### config.mk
export PLATFORM = sky130hd
export DESIGN_NAME = ip_header_sequencer
export DESIGN_NICKNAME = d
export VERILOG_FILES = /design/src/rtl/ip_pkg.sv /design/src/rtl/ip_csum_accum.sv /design/src/rtl/ip_header_sequencer.sv
export SDC_FILE = /design/constraint.sdc
export NUM_CORES = 1
export LEC_CHECK = 0
export BUFFER_PORTS_ARGS = -buffer_cell sky130_fd_sc_hd__buf_2
export CAP_MARGIN = 20
export CORE_MARGIN = 1.5
export CORE_UTILIZATION = 60
export CTS_CLUSTER_DIAMETER = 120
export CTS_CLUSTER_SIZE = 10
export DETAILED_ROUTE_END_ITERATION = 8
export PLACE_DENSITY = 0.88
export SYNTH_ARGS = -nofsm -noshare
export SYNTH_HDL_FRONTEND = slang
export SYNTH_SLANG_ARGS = --single-unit
### constraint.sdc
create_clock -name clk -period 11.8 [get_ports clk]
set_input_delay 0.59 -clock clk [delete_from_list [all_inputs] [get_ports clk]]
set_output_delay 0.59 -clock clk [all_outputs]
set_load 0.05 [all_outputs]
### src/rtl/ip_pkg.sv
// Shared constants, state encoding and header word builder for the IPv4 header sequencer.
package ip_pkg;

  localparam logic [7:0]  VER_IHL    = 8'h45;
  localparam logic [15:0] FLAGS_FRAG = 16'h4000;
  localparam int          HDR_WORDS  = 5;
  localparam logic [2:0]  LAST_WORD  = 3'(HDR_WORDS - 1);

  typedef enum logic [1:0] {
    ST_IDLE  = 2'd0,
    ST_ACCUM = 2'd1,
    ST_FOLD  = 2'd2,
    ST_EMIT  = 2'd3
  } state_e;

  // Word order is the on-wire big-endian field order of a 20-byte header.
  function automatic logic [31:0] hdr_word(
    input logic [2:0]  idx,
    input logic [7:0]  ttl,
    input logic [7:0]  proto,
    input logic [15:0] total_len,
    input logic [15:0] id,
    input logic [15:0] csum,
    input logic [31:0] src_ip,
    input logic [31:0] dst_ip
  );
    logic [31:0] w;
    case (idx)
      3'd0:    w = {VER_IHL, 8'h00, total_len};
      3'd1:    w = {id, FLAGS_FRAG};
      3'd2:    w = {ttl, proto, csum};
      3'd3:    w = src_ip;
      default: w = dst_ip;
    endcase
    return w;
  endfunction

endpackage

### src/rtl/ip_csum_accum.sv
// 20-bit ones'-complement accumulator with a two-stage end-around-carry fold.
// csum is valid two cycles after the last enab and stays put while the accumulator is idle.
module ip_csum_accum (
  input  logic        clk,
  input  logic        reset,
  input  logic        clear,
  input  logic        enab,
  input  logic [31:0] word,
  output logic [15:0] csum
);

  logic [19:0] acc_q, acc_d;
  logic [16:0] s1_q, s1_d;
  logic [15:0] csum_q, csum_d;
  logic [15:0] s2;

  // Ten 16-bit halves sum to at most 10 x FFFF, which fits in 20 bits.
  always_comb begin
    acc_d = acc_q;
    if (clear) begin
      acc_d = '0;
    end else if (enab) begin
      acc_d = acc_q + 20'(word[31:16]) + 20'(word[15:0]);
    end
    s1_d   = 17'(acc_q[15:0]) + 17'(acc_q[19:16]);
    // A carry out of s1 leaves at most 16'h000E below it, so s2 cannot carry again.
    s2     = s1_q[15:0] + 16'(s1_q[16]);
    csum_d = ~s2;
  end

  always_ff @(posedge clk) begin
    if (reset) begin
      acc_q  <= '0;
      s1_q   <= '0;
      csum_q <= '0;
    end else begin
      acc_q  <= acc_d;
      s1_q   <= s1_d;
      csum_q <= csum_d;
    end
  end

  assign csum = csum_q;

endmodule

### src/rtl/ip_header_sequencer.sv
// Builds one IPv4 header per request: checksum pass over the five words, fold, then stream.
//   state    | meaning
//   ST_IDLE  | req_ready high, waiting for a request
//   ST_ACCUM | feeding W0..W4 (checksum field zero) into the accumulator
//   ST_FOLD  | two cycles for the checksum fold pipeline
//   ST_EMIT  | streaming W0..W4 downstream under valid/ready
module ip_header_sequencer
  import ip_pkg::*;
#(
  parameter logic [7:0]  TTL     = 8'd64,
  parameter logic [7:0]  PROTO   = 8'd17,
  parameter logic [15:0] ID_INIT = 16'h0000
) (
  input  logic        clk,
  input  logic        reset,
  input  logic        req_valid,
  output logic        req_ready,
  input  logic [15:0] req_total_len,
  input  logic [31:0] req_src_ip,
  input  logic [31:0] req_dst_ip,
  output logic        hdr_valid,
  input  logic        hdr_ready,
  output logic [31:0] hdr_data,
  output logic        hdr_last,
  output logic        busy
);

  state_e      state_q, state_d;
  logic [2:0]  cnt_q, cnt_d;
  logic [15:0] id_q, id_d;
  logic [15:0] len_q, len_d;
  logic [31:0] src_q, src_d;
  logic [31:0] dst_q, dst_d;
  logic        req_ready_q, req_ready_d;
  logic        hdr_valid_q, hdr_valid_d;
  logic        hdr_last_q, hdr_last_d;
  logic        busy_q, busy_d;
  logic [31:0] hdr_data_q, hdr_data_d;

  logic        acc_clear;
  logic        acc_enab;
  logic [31:0] acc_word;
  logic [15:0] csum;

  ip_csum_accum u_csum (
    .clk   (clk),
    .reset (reset),
    .clear (acc_clear),
    .enab  (acc_enab),
    .word  (acc_word),
    .csum  (csum)
  );

  always_comb begin
    state_d     = state_q;
    cnt_d       = cnt_q;
    id_d        = id_q;
    len_d       = len_q;
    src_d       = src_q;
    dst_d       = dst_q;
    req_ready_d = req_ready_q;
    hdr_valid_d = hdr_valid_q;
    hdr_last_d  = hdr_last_q;
    busy_d      = busy_q;
    hdr_data_d  = hdr_data_q;
    acc_clear   = 1'b0;
    acc_enab    = 1'b0;
    acc_word    = hdr_word(cnt_q, TTL, PROTO, len_q, id_q, 16'h0000, src_q, dst_q);

    case (state_q)
      ST_IDLE: begin
        req_ready_d = 1'b1;
        if (req_valid && req_ready_q) begin
          len_d       = req_total_len;
          src_d       = req_src_ip;
          dst_d       = req_dst_ip;
          acc_clear   = 1'b1;
          cnt_d       = 3'd0;
          req_ready_d = 1'b0;
          busy_d      = 1'b1;
          state_d     = ST_ACCUM;
        end
      end
      ST_ACCUM: begin
        acc_enab = 1'b1;
        if (cnt_q == LAST_WORD) begin
          cnt_d   = 3'd0;
          state_d = ST_FOLD;
        end else begin
          cnt_d = cnt_q + 3'd1;
        end
      end
      ST_FOLD: begin
        // W0 carries no checksum, so it can be loaded on the same edge that registers C.
        if (cnt_q == 3'd1) begin
          cnt_d       = 3'd0;
          hdr_valid_d = 1'b1;
          hdr_last_d  = 1'b0;
          hdr_data_d  = hdr_word(3'd0, TTL, PROTO, len_q, id_q, csum, src_q, dst_q);
          state_d     = ST_EMIT;
        end else begin
          cnt_d = cnt_q + 3'd1;
        end
      end
      ST_EMIT: begin
        if (hdr_valid_q && hdr_ready) begin
          if (cnt_q == LAST_WORD) begin
            cnt_d       = 3'd0;
            hdr_valid_d = 1'b0;
            hdr_last_d  = 1'b0;
            hdr_data_d  = '0;
            busy_d      = 1'b0;
            req_ready_d = 1'b1;
            id_d        = id_q + 16'd1;
            state_d     = ST_IDLE;
          end else begin
            cnt_d      = cnt_q + 3'd1;
            hdr_data_d = hdr_word(cnt_q + 3'd1, TTL, PROTO, len_q, id_q, csum, src_q, dst_q);
            hdr_last_d = ((cnt_q + 3'd1) == LAST_WORD);
          end
        end
      end
      default: begin
        state_d = ST_IDLE;
      end
    endcase
  end

  always_ff @(posedge clk) begin
    if (reset) begin
      state_q     <= ST_IDLE;
      cnt_q       <= '0;
      id_q        <= ID_INIT;
      len_q       <= '0;
      src_q       <= '0;
      dst_q       <= '0;
      req_ready_q <= 1'b0;
      hdr_valid_q <= 1'b0;
      hdr_last_q  <= 1'b0;
      busy_q      <= 1'b0;
      hdr_data_q  <= '0;
    end else begin
      state_q     <= state_d;
      cnt_q       <= cnt_d;
      id_q        <= id_d;
      len_q       <= len_d;
      src_q       <= src_d;
      dst_q       <= dst_d;
      req_ready_q <= req_ready_d;
      hdr_valid_q <= hdr_valid_d;
      hdr_last_q  <= hdr_last_d;
      busy_q      <= busy_d;
      hdr_data_q  <= hdr_data_d;
    end
  end

  assign req_ready = req_ready_q;
  assign hdr_valid = hdr_valid_q;
  assign hdr_last  = hdr_last_q;
  assign busy      = busy_q;
  assign hdr_data  = hdr_data_q;

endmodule
Yosys cells after proc, flatten, opt, wreduce, memory -nomap -nowiden
Cells that the tools add are included.
- bits in registers: 190
- input bits: 84
- output and inout port bits: 36
- word-level logic and storage cells: 87
- reduce and logical (&&, ||, !) cells: 16
- bitwise operators: 1
- mux-type cells: 34
- equality and inequality tests: 16
- add/sub/neg operators: 6
- operators by type and width (cell ; count):
    32-bit case mux with 4 select lines ; 2
    32-bit 2-to-1 mux ; 3
    32-bit case mux with 2 select lines ; 1
    20-bit by 16-bit adder with 20-bit output ; 2
    16-bit by 4-bit adder with 17-bit output ; 1
    16-bit by 1-bit adder with 16-bit output ; 1
    16-bit by 1-bit adder with 16-bit output (second input constant) ; 1
    16-bit inverter ; 1
    1-bit 2-to-1 mux ; 13
    3-bit by 2-bit equality test with 1-bit output (second input constant) ; 4
    3-bit 2-to-1 mux ; 4
    3-bit case mux with 4 select lines ; 1
    2-bit 2-to-1 mux ; 5
    2-bit != test (second input constant) ; 5
    3-bit AND reduction ; 3
    1-bit case mux with 2 select lines ; 4
    2-bit case mux with 4 select lines ; 1
    4-bit AND reduction ; 2
    3-bit by 1-bit equality test with 1-bit output (second input constant) ; 2
    3-bit equality test (second input constant) ; 2
    3-bit logical NOT ; 2
    5-bit AND reduction ; 1
    2-bit equality test (second input constant) ; 2
    2-bit AND reduction ; 2
    6 further kinds ; 8

Logic depth before layout (Yosys ltp)
- depth after elaboration: 6
- mapped depth: 21
- gate-level depth less buffers: 17

Modules after synthesis
Synthesis repeated with hierarchy kept, for this count alone.
- cells, all modules: 1199
- area total of the unflattened synthesis: 10047.1 um^2
- modules (own cells, without submodules) (module ; area each (um^2) ; times used ; cells each ; seq. area each (um^2)):
    ip_header_sequencer ; 6710.2 ; 1 ; 840 ; 2742.6
    ip_csum_accum ; 3337.0 ; 1 ; 359 ; 1061.0

Worst setup path before layout
No wires, ideal clock.
- kind: reg2reg
- start point: register cnt_q[1]
- end point: register u_csum.acc_q[19]
- path buffers: 4
- setup time: 0.071 ns
- data arrival time: 3.900 ns
- slack: 7.830 ns
- stages on the path, launching flop included: 22
- path through: dfxtp_1 inv_1 ha_1 buf_4 and2b_1 buf_4 nor2_2 and2_1 buf_6 buf_6 a222oi_1 fa_1 inv_1 ha_1 inv_1 fa_1 nand2b_1 a21o_1 a21oi_2 a31oi_1 or4_1 a21oi_1
- cells in the longest elaborated chain, start to end: 4
- elaborated cells on any way between the ends: 7
- those cells by class: 2 x add/sub; 3 x eq/ne; 1 x mux; 1 x reduce/logical
- RTL lines (element ; line ; RTL):
    start, declared ; ip_header_sequencer.sv:29 ; logic [2:0] cnt_q, cnt_d;
    start signal, assigned ; ip_header_sequencer.sv:144 ; cnt_q <= cnt_d;
    3-bit by 2-bit equality test with 1-bit output, or another cell as far along ; ip_pkg.sv:28 ; case (idx)
    32-bit case mux with 4 select lines (*) ; ip_pkg.sv:28 ;
    20-bit by 16-bit adder with 20-bit output ; ip_csum_accum.sv:23 ; acc_d = acc_q + 20'(word[31:16]) + 20'(word[15:0]);
    20-bit by 16-bit adder with 20-bit output (*) ; ip_csum_accum.sv:23 ;
    end signal, assigned ; ip_csum_accum.sv:33 ; acc_q <= '0;
    end signal, assigned ; ip_csum_accum.sv:37 ; acc_q <= acc_d;
    end, declared ; ip_csum_accum.sv:12 ; logic [19:0] acc_q, acc_d;
Every way passes the cells marked *; elsewhere a longest branch is shown, timed or not.
A chain may end at the register's enable or synchronous reset.

Final worst setup path
Ends and elaborated chain as after synthesis.

==> impl_metrics.csv <==
group,metric,value,unit
critical_path,timing.critical_path.to_type,"flop",
cts,cts_resized,0,
critical_path,critPathMaxFanout,26,
critical_path,crit_arrival,5.72,ns
die,fp-row-count,46,
synth,synth_warn,0,
run,timing.max_cap.violations,0,
cells_and_area,number_of_nets_in_the_finished_design,1417,
pwr,power.leakage,4.34,nW
hold_path,holdPathStages,3,
critical_path,crit_chain,"inv_1 > ha_1 > and2b_1 > nor2_2 > and2_1 > a222oi_1 > fa_1 > inv_1 > ha_1 > inv_1 > fa_1 > nand2b_1 > a21o_1 > a21oi_2 > a31oi_1 > or4_1 > a21oi_1",
route,via_count,9346,
sta,slew_viol_final,0,
die,ioPinCount,120,
place,gp_congestion,0.950,
pwr,ir_drop,0.000122,V
synth,ys.flop_type,"sky130_fd_sc_hd__dfxtp_1",
status,status,"complete, but fails checks",
critical_path,critical_path.most_common_cell,"sky130_fd_sc_hd__inv_1",
cells_and_area,nFillCells,1247,
critical_path,reg2regPathDepth,17,
grt,grt_overflow_total,0,
cts,clock_tree.htree_level_count,4,
cts,cts.reportedPaths.clkPinSlew,0.07,ns
synth,mappedNetlistArea,9770,um^2
cts,clk_latency,0.44,ns
critical_path,worst_path_dominant_cell_family,"simple AND/OR/NAND/NOR gates",
synth,top_cell_type_s_share_of_synthesized_area,0.389,
route,drt_first_iter_violations,1615,
critical_path,critical_path_required_time,12.16,ns
sta,fmaxAchievable,0.186,GHz
sta,setup_tns,0,ns
route,drt.antenna.violating_nets,0,
critical_path,path_depth,17,
die,fp.coreArea,15900,um^2
synth,synth_async_sr_flop_share,0,
synth,synth_area_leaders,"sky130_fd_sc_hd__dfxtp_1 39%, sky130_fd_sc_hd__nand2_1 8.3%, sky130_fd_sc_hd__a21oi_1 7.1%",
die,die_area,17100,um^2
sta,slew_headroom,0.250,
cells_and_area,multiInputGateArea,5330,um^2
place,io_buffers,119,
synth,synth.cells.most_frequent,"216 x sky130_fd_sc_hd__nand2_1, 190 x sky130_fd_sc_hd__dfxtp_1, 139 x sky130_fd_sc_hd__a21oi_1",
grt,vias_in_the_first_global_route,8360,
critical_path,critical_path_class,"flop to flop",
synth,mapped_avg_cell_area,8.08,um^2
grt,maximum_number_of_pins_on_one_net_before_global_route_repair,88,
cells_and_area,final_design_area_no_fill,10900,um^2
grt,grt_pass1_wl,42600,um
cts,cts-buffers-inserted,17,
cts,cts_tree,"yes",
cts,numClockSinks,190,
sta,setup_violations,0,
cts,clock_path_buffers,2,
synth,synth.largest_area_cell,"sky130_fd_sc_hd__dfxtp_1",
sta,timing_worst_slew_pin_value,1.13,ns
cells_and_area,final_layout_size_suffix_gt1_frac,0.136,
route,drtPass1Iterations,9,
sta,rsz0062_at_grt,"no",
critical_path,critical_path.n_buffers_inverters,3,
cts,cts_hold_repair.buffers,0,
pwr,power-per-cell-area,193,nW/um^2
route,route.detailed.vias_per_inst,6.19,
status,failed_checks,"DRC",
route,drc,27,
sta,final_hold_viol_count,0,
cts,postCtsSetupRepairBufs,0,
sta,post-route-period-util,0.455,
sta,worst_clock_skew,0.0114,ns
die,chipHeight,131,um
synth,synth_seq_cells,190,
synth,mappedNetlistNets,1346,
sta,period_needed,5.36,ns
place,dp.final_hpwl,19300,um
synth,yosys.cell_count.top_type,"sky130_fd_sc_hd__nand2_1",
cts,root_buffer,"sky130_fd_sc_hd__clkbuf_16",
route,drt_wl_total,27000,um
synth,synth_cell_type_count,67,
hold_path,hold_path_class,"input port to flop",
grt,grt_usage,0.319,
synth,number_of_enable_type_register_cells_in_the_synthesized_netlist,0,
grt,antenna_found_initial,0,
critical_path,critical_path.startpoint_type,"flop",
die,die_w,131,um
cells_and_area,regArea,3800,um^2
die,start_util,0.615,
synth,postSynthCellCount,1209,
route,routedWlPerCell,17.9,um
critical_path,crit_slowest_cell,"sky130_fd_sc_hd__and2_1",
cells_and_area,num_antenna_cells,0,
synth,ys_seq_area_frac,0.389,
cells_and_area,synth_to_final_area_change,11.7,%
critical_path,timing.critical_path.slowest_cell_delay,0.90,ns
place,place_area,10300,um^2
critical_path,reg2reg_slack,6.44,ns
==> cell usage in the layout, fill, tap and decap left out, types with 18 or more instances in the layout <==
cell	count
sky130_fd_sc_hd__nand2_1	216
sky130_fd_sc_hd__dfxtp_1	190
sky130_fd_sc_hd__a21oi_1	139
sky130_fd_sc_hd__nor2_1	125
sky130_fd_sc_hd__buf_2	118
sky130_fd_sc_hd__inv_1	73
sky130_fd_sc_hd__a222oi_1	52
sky130_fd_sc_hd__ha_1	35
sky130_fd_sc_hd__o21ai_0	31
sky130_fd_sc_hd__xnor2_1	31
sky130_fd_sc_hd__nand3_1	26
sky130_fd_sc_hd__xor2_1	19
sky130_fd_sc_hd__fa_1	18
==> through the flow <==
step / setup WS (ns) / cells / total power [W] / util / hold WS, ns
final: 6.44 / 1509 / 0.00211 / 0.687 / 0.386
after global routing: 6.24 / 1509 / 0.00222 / 0.687 / 0.389
after CTS: 6.62 / 1509 / 0.00210 / 0.687 / 0.381
after detailed placement: 6.66 / 1477 / 0.00154 / 0.650 / 0.452
after global placement: 6.94 / 1477 / 0.00152 / 0.650 / 0.435
after floorplan: 7.83 / 1209 / 0.00136 / - / 0.425
==> per-layer routing <==
layer | part of all wire | vias to the layer above | global-route usage
met3 | 0.11 | 70 | 0.0737
met4 | 0.029 | 0 | 0.122
met1 | 0.42 | 4320 | 0.450
li1 | - | 4344 | -
met2 | 0.44 | 612 | 0.476
met5 | 0 | - | 0
==> tightest hold or removal path: cells and delay by family <==
kind	cells	cell delay (ns)
buffers and inverters	1	0.10
AND/OR/NAND/NOR	1	0.04
AO/OA/AOI/OAI	1	0.05
==> flip-flops by register name (all words and copies together) (netlist names) <==
| register | count |
|---|---|
| hdr_valid | 1 |
| u_csum.acc_q | 20 |
| len_q | 16 |
| src_q | 32 |
| hdr_last | 1 |
| dst_q | 32 |
| u_csum.s1_q | 17 |
| state_q | 2 |
| req_ready | 1 |
| u_csum.csum | 16 |
| cnt_q | 3 |
| busy | 1 |
| id_q | 16 |
| hdr_data | 32 |
==> kinds of logic (layout without fill, tap and decap cells) <==
logic type | after synthesis | count (layout) | share of synthesized area
compound gates | 318 | 318 | 0.213
simple gates | 444 | 444 | 0.199
buf+inv | 148 | 232 | 0.0663
mux | 6 | 6 | 0.00615
xor+xnor | 50 | 50 | 0.0448
flops | 190 | 190 | 0.389
fa+ha+maj | 53 | 53 | 0.0817
==> final timing paths <==
| kind | to | startpoint |
|---|---|---|
| setup / recovery | u_csum.acc_q[19] | cnt_q[1] |
| setup reg to reg | u_csum.acc_q[19] | cnt_q[1] |
| hold reg to reg | u_csum.acc_q[12] | u_csum.acc_q[12] |
| hold / removal | src_q[15] | req_src_ip[15] |
==> power by group <==
group | internal, W | switching (W)
Sequential | 0.000742 | 0.0000947
Clock | 0.000306 | 0.000259
Combinational | 0.000225 | 0.000482
==> area by class of cell <==
type,instances,share of cell area
tap,216,0.0248
clock inverter,13,0.0120
timing repair buffer,127,0.0603
inverter,73,0.0251
clock buffer,19,0.0415
multi-input combinational,871,0.488
sequential,190,0.348
Note: power is estimated with default switching activity, not from simulation.
